**config.mk**
```make
export PLATFORM = sky130hd
export DESIGN_NAME = comparador_serial_derizq
export DESIGN_NICKNAME = d
export VERILOG_FILES = /design/src/rtl/comparador_pkg.sv /design/src/rtl/comparador_serial_derizq_celda.sv /design/src/rtl/comparador_serial_derizq.sv
export SDC_FILE = /design/constraint.sdc
export NUM_CORES = 1
export LEC_CHECK = 0
export ABC_CLOCK_PERIOD_IN_PS = 1340
export BUFFER_PORTS_ARGS = -buffer_cell sky130_fd_sc_hd__buf_4
export CAP_MARGIN = 5
export CORE_MARGIN = 2
export CORE_UTILIZATION = 45
export DETAILED_ROUTE_END_ITERATION = 16
export PLACE_DENSITY_LB_ADDON = 0.3
export SETUP_SLACK_MARGIN = 0.02
export SLEW_MARGIN = 20
export SYNTH_ARGS = -nofsm -noshare
export SYNTH_HDL_FRONTEND = slang
export SYNTH_SLANG_ARGS = --single-unit
export TNS_END_PERCENT = 10
```
**constraint.sdc**
```tcl
create_clock -name clk -period 1.34 [get_ports clk]
set_input_delay 0.268 -clock clk [delete_from_list [all_inputs] [get_ports clk]]
set_output_delay 0.268 -clock clk [all_outputs]
set_load 0.1 [all_outputs]
```
**src/rtl/comparador_pkg.sv**
```systemverilog
// Shared definitions for the LSB-first serial magnitude comparator.
// State encoding and counter width helper.
package comparador_pkg;

  localparam logic [1:0] ST_IDLE  = 2'd0;
  localparam logic [1:0] ST_SHIFT = 2'd1;
  localparam logic [1:0] ST_DONE  = 2'd2;

  function automatic int cnt_w(input int n);
    return (n <= 2) ? 1 : $clog2(n);
  endfunction

endpackage

```
**src/rtl/comparador_serial_derizq_celda.sv**
```systemverilog
// Single-bit comparator cell: a differing bit overwrites g/l,
// an equal bit passes the incoming state through.
module celda_derizq (
  input  logic a_i,
  input  logic b_i,
  input  logic g_in,
  input  logic l_in,
  output logic g_out,
  output logic l_out
);

  logic diff;

  assign diff  = a_i ^ b_i;
  assign g_out = diff ? (a_i & ~b_i) : g_in;
  assign l_out = diff ? (~a_i & b_i) : l_in;

endmodule

```
**src/rtl/comparador_serial_derizq.sv**
```systemverilog
// Serial LSB-first unsigned comparator: one cell reused over N cycles,
// start/busy/done handshake, registered f (A>B) and eq (A==B).
module comparador_serial_derizq
  import comparador_pkg::*;
#(
  parameter int N = 8
) (
  input  logic         clk,
  input  logic         rst,
  input  logic         start,
  input  logic [N-1:0] a,
  input  logic [N-1:0] b,
  output logic         busy,
  output logic         done,
  output logic         f,
  output logic         eq
);

  localparam int CW = cnt_w(N);
  localparam logic [CW-1:0] CNT_LAST = CW'(N - 1);

  logic [1:0]    state_q, state_d;
  logic [N-1:0]  sa_q, sa_d;
  logic [N-1:0]  sb_q, sb_d;
  logic [CW-1:0] cnt_q, cnt_d;
  logic          g_q, g_d;
  logic          l_q, l_d;
  logic          f_q, f_d;
  logic          eq_q, eq_d;
  logic          done_q, done_d;
  logic          g_cell, l_cell;

  celda_derizq u_celda (
    .a_i   (sa_q[0]),
    .b_i   (sb_q[0]),
    .g_in  (g_q),
    .l_in  (l_q),
    .g_out (g_cell),
    .l_out (l_cell)
  );

  always_comb begin
    state_d = state_q;
    sa_d    = sa_q;
    sb_d    = sb_q;
    cnt_d   = cnt_q;
    g_d     = g_q;
    l_d     = l_q;
    f_d     = f_q;
    eq_d    = eq_q;
    done_d  = 1'b0;
    unique case (state_q)
      ST_IDLE: begin
        if (start) begin
          sa_d    = a;
          sb_d    = b;
          g_d     = 1'b0;
          l_d     = 1'b0;
          cnt_d   = '0;
          f_d     = 1'b0;
          eq_d    = 1'b0;
          state_d = ST_SHIFT;
        end
      end
      ST_SHIFT: begin
        g_d   = g_cell;
        l_d   = l_cell;
        sa_d  = sa_q >> 1;
        sb_d  = sb_q >> 1;
        cnt_d = cnt_q + CW'(1);
        if (cnt_q == CNT_LAST) begin
          state_d = ST_DONE;
        end
      end
      ST_DONE: begin
        // last differing bit seen is the most significant one
        f_d     = g_q;
        eq_d    = ~g_q & ~l_q;
        done_d  = 1'b1;
        state_d = ST_IDLE;
      end
      default: begin
        state_d = ST_IDLE;
      end
    endcase
  end

  always_ff @(posedge clk) begin
    if (rst) begin
      state_q <= ST_IDLE;
      sa_q    <= '0;
      sb_q    <= '0;
      cnt_q   <= '0;
      g_q     <= 1'b0;
      l_q     <= 1'b0;
      f_q     <= 1'b0;
      eq_q    <= 1'b0;
      done_q  <= 1'b0;
    end else begin
      state_q <= state_d;
      sa_q    <= sa_d;
      sb_q    <= sb_d;
      cnt_q   <= cnt_d;
      g_q     <= g_d;
      l_q     <= l_d;
      f_q     <= f_d;
      eq_q    <= eq_d;
      done_q  <= done_d;
    end
  end

  assign busy = (state_q == ST_SHIFT);
  assign done = done_q;
  assign f    = f_q;
  assign eq   = eq_q;

endmodule
```
==> Word-level counts from Yosys, hierarchy flattened <==
Index checks and enable logic that the tools add are counted.
{ "totals": {"reg_bits": 26, "output_inout_bits": 4, "elab_cells": 48} }
{ "classes": {"add_sub_neg": 1, "n_eq_ne": 6, "muxes": 17, "bitwise_logic": 8, "n_reduce_logical": 7} }
{ "ops": {"columns": ["operator", "count"], "rows": [
  ["one-hot mux 8 bit (2 select lines)", 2],
  ["two-way mux 8 bit", 2],
  ["one-hot mux 1 bit (2 select lines)", 4],
  ["one-hot mux 3 bit (2 select lines)", 1],
  ["AND reduction 2 bit", 3],
  ["two-way mux 1 bit", 4],
  ["two-way mux 2 bit", 2],
  ["inequality test 2 x 1 -> 1 bit, second input constant", 2],
  ["inverter 1 bit", 4],
  ["one-hot mux 2 bit (2 select lines)", 1],
  ["nonzero test 2 bit", 2],
  ["adder 3 x 1 -> 3 bit, second input constant", 1],
  ["AND 1 bit", 3],
  ["== test 3 bit, second input constant", 1],
  ["two-way mux 3 bit", 1],
  ["AND reduction 3 bit", 1],
  ["== test 2 x 1 -> 1 bit, second input constant", 1],
  ["== test 2 bit, second input constant", 1],
  ["logical NOT 2 bit", 1],
  ["inequality test 2 bit, second input constant", 1],
  ["XOR 1 bit", 1]
]} }

==> Logic depth before layout (Yosys ltp) <==
Gate-level depths: netlist of run 1.
{ "logic_depth": {"word_depth": 4, "ltp_mapped": 5, "ltp_nobuf": 5} }

==> Modules after synthesis <==
A second synthesis of run 1 with hierarchy kept.
{ "unflattened": {"cells_unflattened": 116, "hier_area_um2": 1266.2} }
{ "modules_own_cells": {"columns": ["module", "instances", "cells_per_inst", "area_each_um2"], "rows": [
  ["comparador_serial_derizq", 1, 110, 1211.2],
  ["celda_derizq", 1, 6, 55.1]
]} }

==> Least setup slack after synthesis of run 1 <==
No wires, ideal clock.
{ "synth_path": {"path_kind": "register to register", "startpoint": "register state_q[1]", "endpoint": "register cnt_q[1]", "setup_ns": 0.071, "arrival_time_ns": 2.276, "required_time_ns": 1.269, "setup_slack_ns": -1.008, "stages_incl_launch_ff": 5, "path_buffers": 1, "cell_sequence": "dfxtp_1 -> buf_2 -> nor2b_1 -> a22oi_1 -> nor2_1"} }
{ "synth_between": {"elab_chain_len": 3, "word_cells_on_any_way": 6} }
{ "synth_rtl": {"columns": ["item", "line", "source"], "rows": [
  ["start: declaration", "comparador_serial_derizq.sv:22", "logic [1:0] state_q, state_d;"],
  ["start signal: assignment", "comparador_serial_derizq.sv:100", "state_q <= state_d;"],
  ["== test 2 x 1 -> 1 bit (*)", null, null],
  ["named net busy", "comparador_serial_derizq.sv:13", "output logic busy,"],
  ["nonzero test 2 bit (no source line)", null, null],
  ["AND reduction 2 bit (no source line)", null, null],
  ["end signal: assignment", "comparador_serial_derizq.sv:103", "cnt_q <= cnt_d;"],
  ["end: declaration", "comparador_serial_derizq.sv:25", "logic [CW-1:0] cnt_q, cnt_d;"]
]} }
The timed path passes the listed nets; every way through them passes the cells marked *.
A chain may end at the register's enable or synchronous reset.

==> Final worst setup path of run 1 <==
{ "layout_path": {"startpoint": "register state_q[0]", "endpoint": "output port busy"} }
{ "layout_between": {"elab_chain_len": 1} }
{ "layout_rtl": {"columns": ["item", "line", "source"], "rows": [
  ["== test 2 x 1 -> 1 bit", "comparador_serial_derizq.sv:112", "assign busy = (state_q == ST_SHIFT);"],
  ["end: declaration", "comparador_serial_derizq.sv:13", null]
]} }
No other way between the ends.

==> results of run 1 <==
-- area by class of cell --
cell class	count	area (um2)
clock buffer	3	22.5
clock inverter	1	30.0
fill	216	1020
inverter	4	15.0
multi-input combinational	82	618
sequential	26	523
tap	30	37.5
timing repair buffer	28	235
-- cell usage after synthesis (3+ instances only) --
cell type / instances
buf_6: 3
dfxtp_1: 26
inv_1: 4
ha_1: 4
a211oi_1: 5
a21oi_1: 3
a211oi_2: 10
buf_2: 4
mux2i_1: 14
nand3_1: 4
nor2_1: 22
-- cell families (layout without fill, tap and decap cells) --
logic type	count (synthesis)	after routing	synth area share
AOI/OAI and AO/OA	29	29	0.214
muxes	14	14	0.116
buffers and inverters	14	36	0.0695
and+or+nand+nor	35	35	0.128
adders and majority gates	4	4	0.0415
DFF	26	26	0.432
-- through the flow --
step	hold WS (ns)	util	setup WS, ns
final	0.230	0.593	-0.00563
after global routing	0.223	0.593	-0.0538
after CTS	0.225	0.589	-0.0221
after detailed placement	0.471	0.559	0.136
after global placement	0.466	0.559	0.169
after floorplan	0.436	-	0.0169
-- worst register-to-register path, delay by kind of cell, from the launching register on --
kind	cells	cell delay, ns
DFF	1	0.37
buffers and inverters	1	0.04
and+or+nand+nor	2	0.22
AOI/OAI and AO/OA	1	0.18
adders and majority gates	1	0.32
-- layout by cell type, fill, tap and decap left out, types with 2 or more instances in the layout --
master / instances
buf_4: 26
dfxtp_1: 24
nor2_1: 22
mux2i_1: 14
a211oi_2: 10
a211oi_1: 5
inv_1: 4
nand3_1: 4
ha_1: 4
a21oi_1: 3
clkbuf_4: 3
nand4_1: 2
o21ai_0: 2
nand2_1: 2
a31oi_1: 2
a32oi_1: 2
nor3_1: 2
buf_12: 2
dfxtp_2: 2
-- report_power, final --
| part | internal [mW] | switching (mW) | total (mW) |
|---|---|---|---|
| clock | 0.302 | 0.239 | 0.541 |
| sequential | 0.826 | 0.0304 | 0.856 |
| combinational | 0.153 | 0.164 | 0.316 |
| total | 1.28 | 0.433 | 1.71 |
-- routing by layer --
metal,track usage,vias up,part of all wire
met4,0.0871,0,0.021
met3,0.0302,6,0.047
met2,0.260,27,0.48
li1,-,480,-
met5,0,-,0
met1,0.207,455,0.45
-- timing repair --
action,CTS,global route
resized for setup,4,3
setup endpoints to repair,1,3
pin swaps,0,0
setup buffers,1,0
-- worst max path at each step --
stage	slack [ns]	from	cells after the start	to
6_report	-0.006	state_q[0]	2	busy
5_1_grt	-0.05	state_q[0]	2	busy
4_1_cts	-0.02	state_q[0]	2	busy
3_5_place_dp	0.14	state_q[0]	4	l_q
3_3_place_gp	0.17	sb_q[0]	5	l_q
2_1_floorplan	0.02	state_q[0]	4	cnt_q[1]
-- sequential cells by signal (all words and copies together), names as in the netlist --
signal   flops
sa_q         8
f            1
g_q          1
sb_q         8
done         1
state_q      2
l_q          1
cnt_q        3
eq           1
==> reports/qor.csv, run 1 <==
metric,value,unit
outcome,"finished, violations left",
violated checks,setup timing,
initial antenna violation count,0,
count of state elements after synthesis,26,
Post-Route WL,2360,um
Die X,55.8,um
Num CTS Buffers,3,
design area,1480,um2
Finish-stage setup viols,1,
clk_lat worst skew,0.32,ns
Max stage delay on crit path,0.39,ns
first-pass GRT wire length,4120,um
clock slew at reported path FFs,0.15,ns
critical path data arrival time,1.08,ns
Leakage,0.614,nW
Initial DRT Pass Iterations,4,
Crit Path Category,flop to output port,
share of cells above drive strength 1,0.326,
top area cells in the synthesized netlist,"dfxtp_1 (43%), mux2i_1 (12%), a211oi_2 (10%)",
total track usage,0.163,
WP buf/inv,1,
Startpoint Class,flop,
Post-Synthesis Cells,122,
synth unique cells,25,
CTS max path bufs,2,
crit share post-route,1.00,
"reg-to-reg slack, setup",0.14,ns
Hold Path Class,input port to flop,
vias in the first global route,904,
via count,968,
Post-synth EDFFs,0,
Pins Over Slew Limit,0,
IO Pins,23,
ANT nets after route,0,
Starting Density,0.482,
DP Wirelength,1610,um
r2r worst-path depth,5,
Synth async-reset ratio,0,
final routed DRC violation total,0,
largest delay contributor family on the critical path,flip-flops,
Yosys top cell area share,0.432,
Hold Buf Count CTS,0,
CTS sink cnt,26,
Hold Path End,sb_q[7],
mean routed wirelength per cell,13.6,um
FMAX,743,MHz
vias per cell,5.56,
port buffer count,22,
core box area,2500,um2
sequential cell area fraction in the yosys report,0.432,
setup TNS,-0.00563,ns
Non-Filler Instances,174,
Final nets,168,
max-capacitance violation count,0,
TritonCTS clock tree,done,
crit path time final,1.35,ns
H-tree levels,1,
Area Growth Syn to Fin,22.8,%
Fin. Hold Viols,0,
HP Start,b[7],
root buf cell,clkbuf_4,
FF-to-FF Start,sb_q[0],
Post-synth top flop,dfxtp_1,
Cells after DPL,169,
gr ovfl total,0,
Tot Pwr,1.71,mW
Placed Area,1400,um2
yosys warns,0,
hold path cells,3,
"Cell Area, Synth",1210,um2
final setup skew,0.00406,ns
CP Data Required Time,1.07,ns
Post-Synthesis Net Count,145,
worst reg2reg endpoint,l_q,
crit end category,output port,
syn avg cell area,9.89,um2
worst IR drop on VDD,0.693,mV
Slew headroom,0.785,
GP Congestion,0.753,
Die Y,55.8,um
antenna cells,0,
CP Max Fanout,4,
final setup margin,-0.00563,ns
Rows,18,
slowest CP cell,dfxtp_2,
unrepaired setup endpoints after global routing,yes,
area of the die,3110,um2
Yosys top cell by area,dfxtp_1,
CP Cell Sequence,nor2b_4 > buf_12,
Slew @ Worst Pin,0.323,ns
initial DRC count,11,
P per Cell Area,1160,nW/um2
largest net degree at the start of global routing,27,
Power figures use the tool's default switching activity.
==> run 2: changes to the inputs <==
--- a/config.mk
+++ b/config.mk
@@ -16,5 +16,6 @@
 export SLEW_MARGIN = 20
 export SYNTH_ARGS = -nofsm -noshare
 export SYNTH_HDL_FRONTEND = slang
+export SYNTH_HIERARCHICAL = 1
 export SYNTH_SLANG_ARGS = --single-unit
 export TNS_END_PERCENT = 10
==> run 2 against run 1 <==
Net effect: the flow now finishes without violations; maximum frequency grew 0.82%; highest routed layer unchanged; total power fell by 13%; routed wire length down 3.3%; cell area up 1.7%; cell count fell by 2.9%; sequential share of layout area down 0.50 points; core utilization shrank 3.7 points.
==> reports/qor.csv, run 2 <==
metric,value,unit
Slew @ Worst Pin,0.438,ns
design area,1510,um2
setup TNS,0,ns
CP Max Fanout,3,
mean routed wirelength per cell,13.5,um
Finish-stage setup viols,0,
Startpoint Class,flop,
"commonest non-fill, non-tap cell in the layout",buf_4,
Initial DRT Pass Iterations,4,
Die X,57.0,um
top area cells in the synthesized netlist,"dfxtp_1 (41%), a211oi_2 (14%), mux2i_1 (12%)",
core box area,2710,um2
Post-Synthesis Net Count,139,
Tot Pwr,1.49,mW
Post-Route WL,2280,um
crit end category,output port,
Synth async-reset ratio,0,
initial DRC count,21,
Slew headroom,0.708,
Hold Buf Count CTS,0,
most frequent cells in the layout,"buf_4 (28), nor2_1 (24), dfxtp_1 (23), mux2i_1 (15), a211oi_2 (14)",
worst hold slack,0.188,ns
final setup skew,0.00363,ns
Leakage,0.632,nW
Num CTS Buffers,3,
IO Pins,23,
DP Wirelength,1550,um
final routed DRC violation total,0,
worst reg2reg endpoint,l_q,
"reg-to-reg slack, setup",0.06,ns
yosys warns,6,
r2r worst-path depth,5,
most frequent cell after synthesis,dfxtp_1,
critical path data arrival time,1.07,ns
largest net degree at the start of global routing,30,
Yosys top cell area share,0.411,
"Cell Area, Synth",1270,um2
Pint,1.09,mW
Cells after DPL,164,
Fin. Hold Viols,0,
Hold Path Class,input port to flop,
via count,893,
CP Data Required Time,1.07,ns
Hold Path End,sa_q[7],
Logic pwr share,0.214,
crit share post-route,0.996,
FF-to-FF Start,sa_q[0],
share of cells above drive strength 1,0.428,
Placed Area,1410,um2
syn avg cell area,10.9,um2
sw frac,0.270,
FMAX,749,MHz
hold path cells,3,
pre-CTS setup slack,-0.0135,ns
clock slew at reported path FFs,0.13,ns
P per Cell Area,989,nW/um2
HP Start,a[7],
final core utilization,0.556,
outcome,"complete, no violations",
Post-synth top flop,dfxtp_1,
top flop regs,"sa_q: 8 flops, sb_q: 8 flops, cnt_q: 3 flops",
unrepaired setup endpoints after global routing,yes,
synth cell count leaders,"dfxtp_1 (26), nor2_1 (24), mux2i_1 (15)",
port buffer count,22,
Final nets,163,
first-pass GRT wire length,4000,um
clock share of power,0.215,
worst IR drop on VDD,0.614,mV
Non-Filler Instances,169,
H-tree levels,1,
crit path time final,1.33,ns
Post-Synthesis Cells,116,
TritonCTS clock tree,done,
Starting Density,0.467,
root buf cell,clkbuf_4,
antenna cells,0,
Die Y,57.0,um
vias per cell,5.28,
synth unique cells,25,
Yosys top cell by area,dfxtp_1,
area of the die,3250,um2
Rows,19,
ANT nets after route,0,
clk_lat worst skew,0.31,ns
GP Congestion,0.743,
CTS sink cnt,26,
gr ovfl total,0,
Seq pwr share,0.570,
count of state elements after synthesis,26,
Pins Over Slew Limit,0,
CTS max path bufs,2,
max-capacitance violation count,0,
sequential cell area fraction in the yosys report,0.411,
initial antenna violation count,0,
final setup margin,0.00525,ns
Post-synth EDFFs,0,
total track usage,0.154,
NetSw,0.402,mW
vias in the first global route,963,
Area Growth Syn to Fin,19.0,%
Crit Path Category,flop to output port,
==> run 2: power groups by stage <==
| stage | sequential [mW] | combinational (mW) | clock (mW) |
|---|---|---|---|
| after global routing | 0.857 | 0.347 | 0.370 |
| final | 0.850 | 0.319 | 0.321 |
| after floorplan | 0.859 | 0.232 | 0 |
| after global placement | 0.863 | 0.277 | 0 |
| after detailed placement | 0.865 | 0.286 | 0 |
| after CTS | 0.850 | 0.310 | 0.337 |
==> run 2: worst max-delay path: stages (launching register included) <==
cell and delay, ns:
dfxtp_2 0.38, nor2b_4 0.19, buf_12 0.19
==> run 2: worst max path at each step <==
stage                    start    to  slack, ns  depth (start not counted)
floorplan              sa_q[0]   g_q       0.03                          5
global placement       sa_q[0]   l_q       0.04                          5
detailed placement     sa_q[0]   l_q      -0.01                          5
CTS                 state_q[0]  busy       0.01                          2
global route        state_q[0]  busy      -0.04                          2
finish              state_q[0]  busy      0.005                          2
==> run 2: logic make-up after synthesis <==
kind of cell    Yosys count  synth area share
simple gates             29             0.103
compound gates           26             0.221
flops                    26             0.411
mux                      17             0.136
buf+inv                  14            0.0889
fa+ha+maj                 4            0.0395
==> run 2: area by class of cell <==
| class | count | area (um2) |
|---|---|---|
| fillers | 267 | 1200 |
| clock buffers | 3 | 22.5 |
| inverters | 4 | 15.0 |
| multi-input cells | 76 | 676 |
| repair buffers | 29 | 230 |
| flip-flops and latches | 26 | 524 |
| well taps | 31 | 38.8 |
==> run 2: layer usage <==
| metal | part of all wire | wire length, um | track usage |
|---|---|---|---|
| met3 | 0.033 | 76 | 0.0204 |
| met4 | 0.0070 | 16 | 0.0598 |
| met2 | 0.52 | 1180 | 0.281 |
| met1 | 0.44 | 1010 | 0.183 |
| met5 | 0 | 0 | 0 |
==> run 2: repair_timing <==
action,4_1_cts,5_1_grt
pin swaps,1,1
setup buffers,1,1
endpoints found under the setup margin,3,18
gates resized for setup,10,4
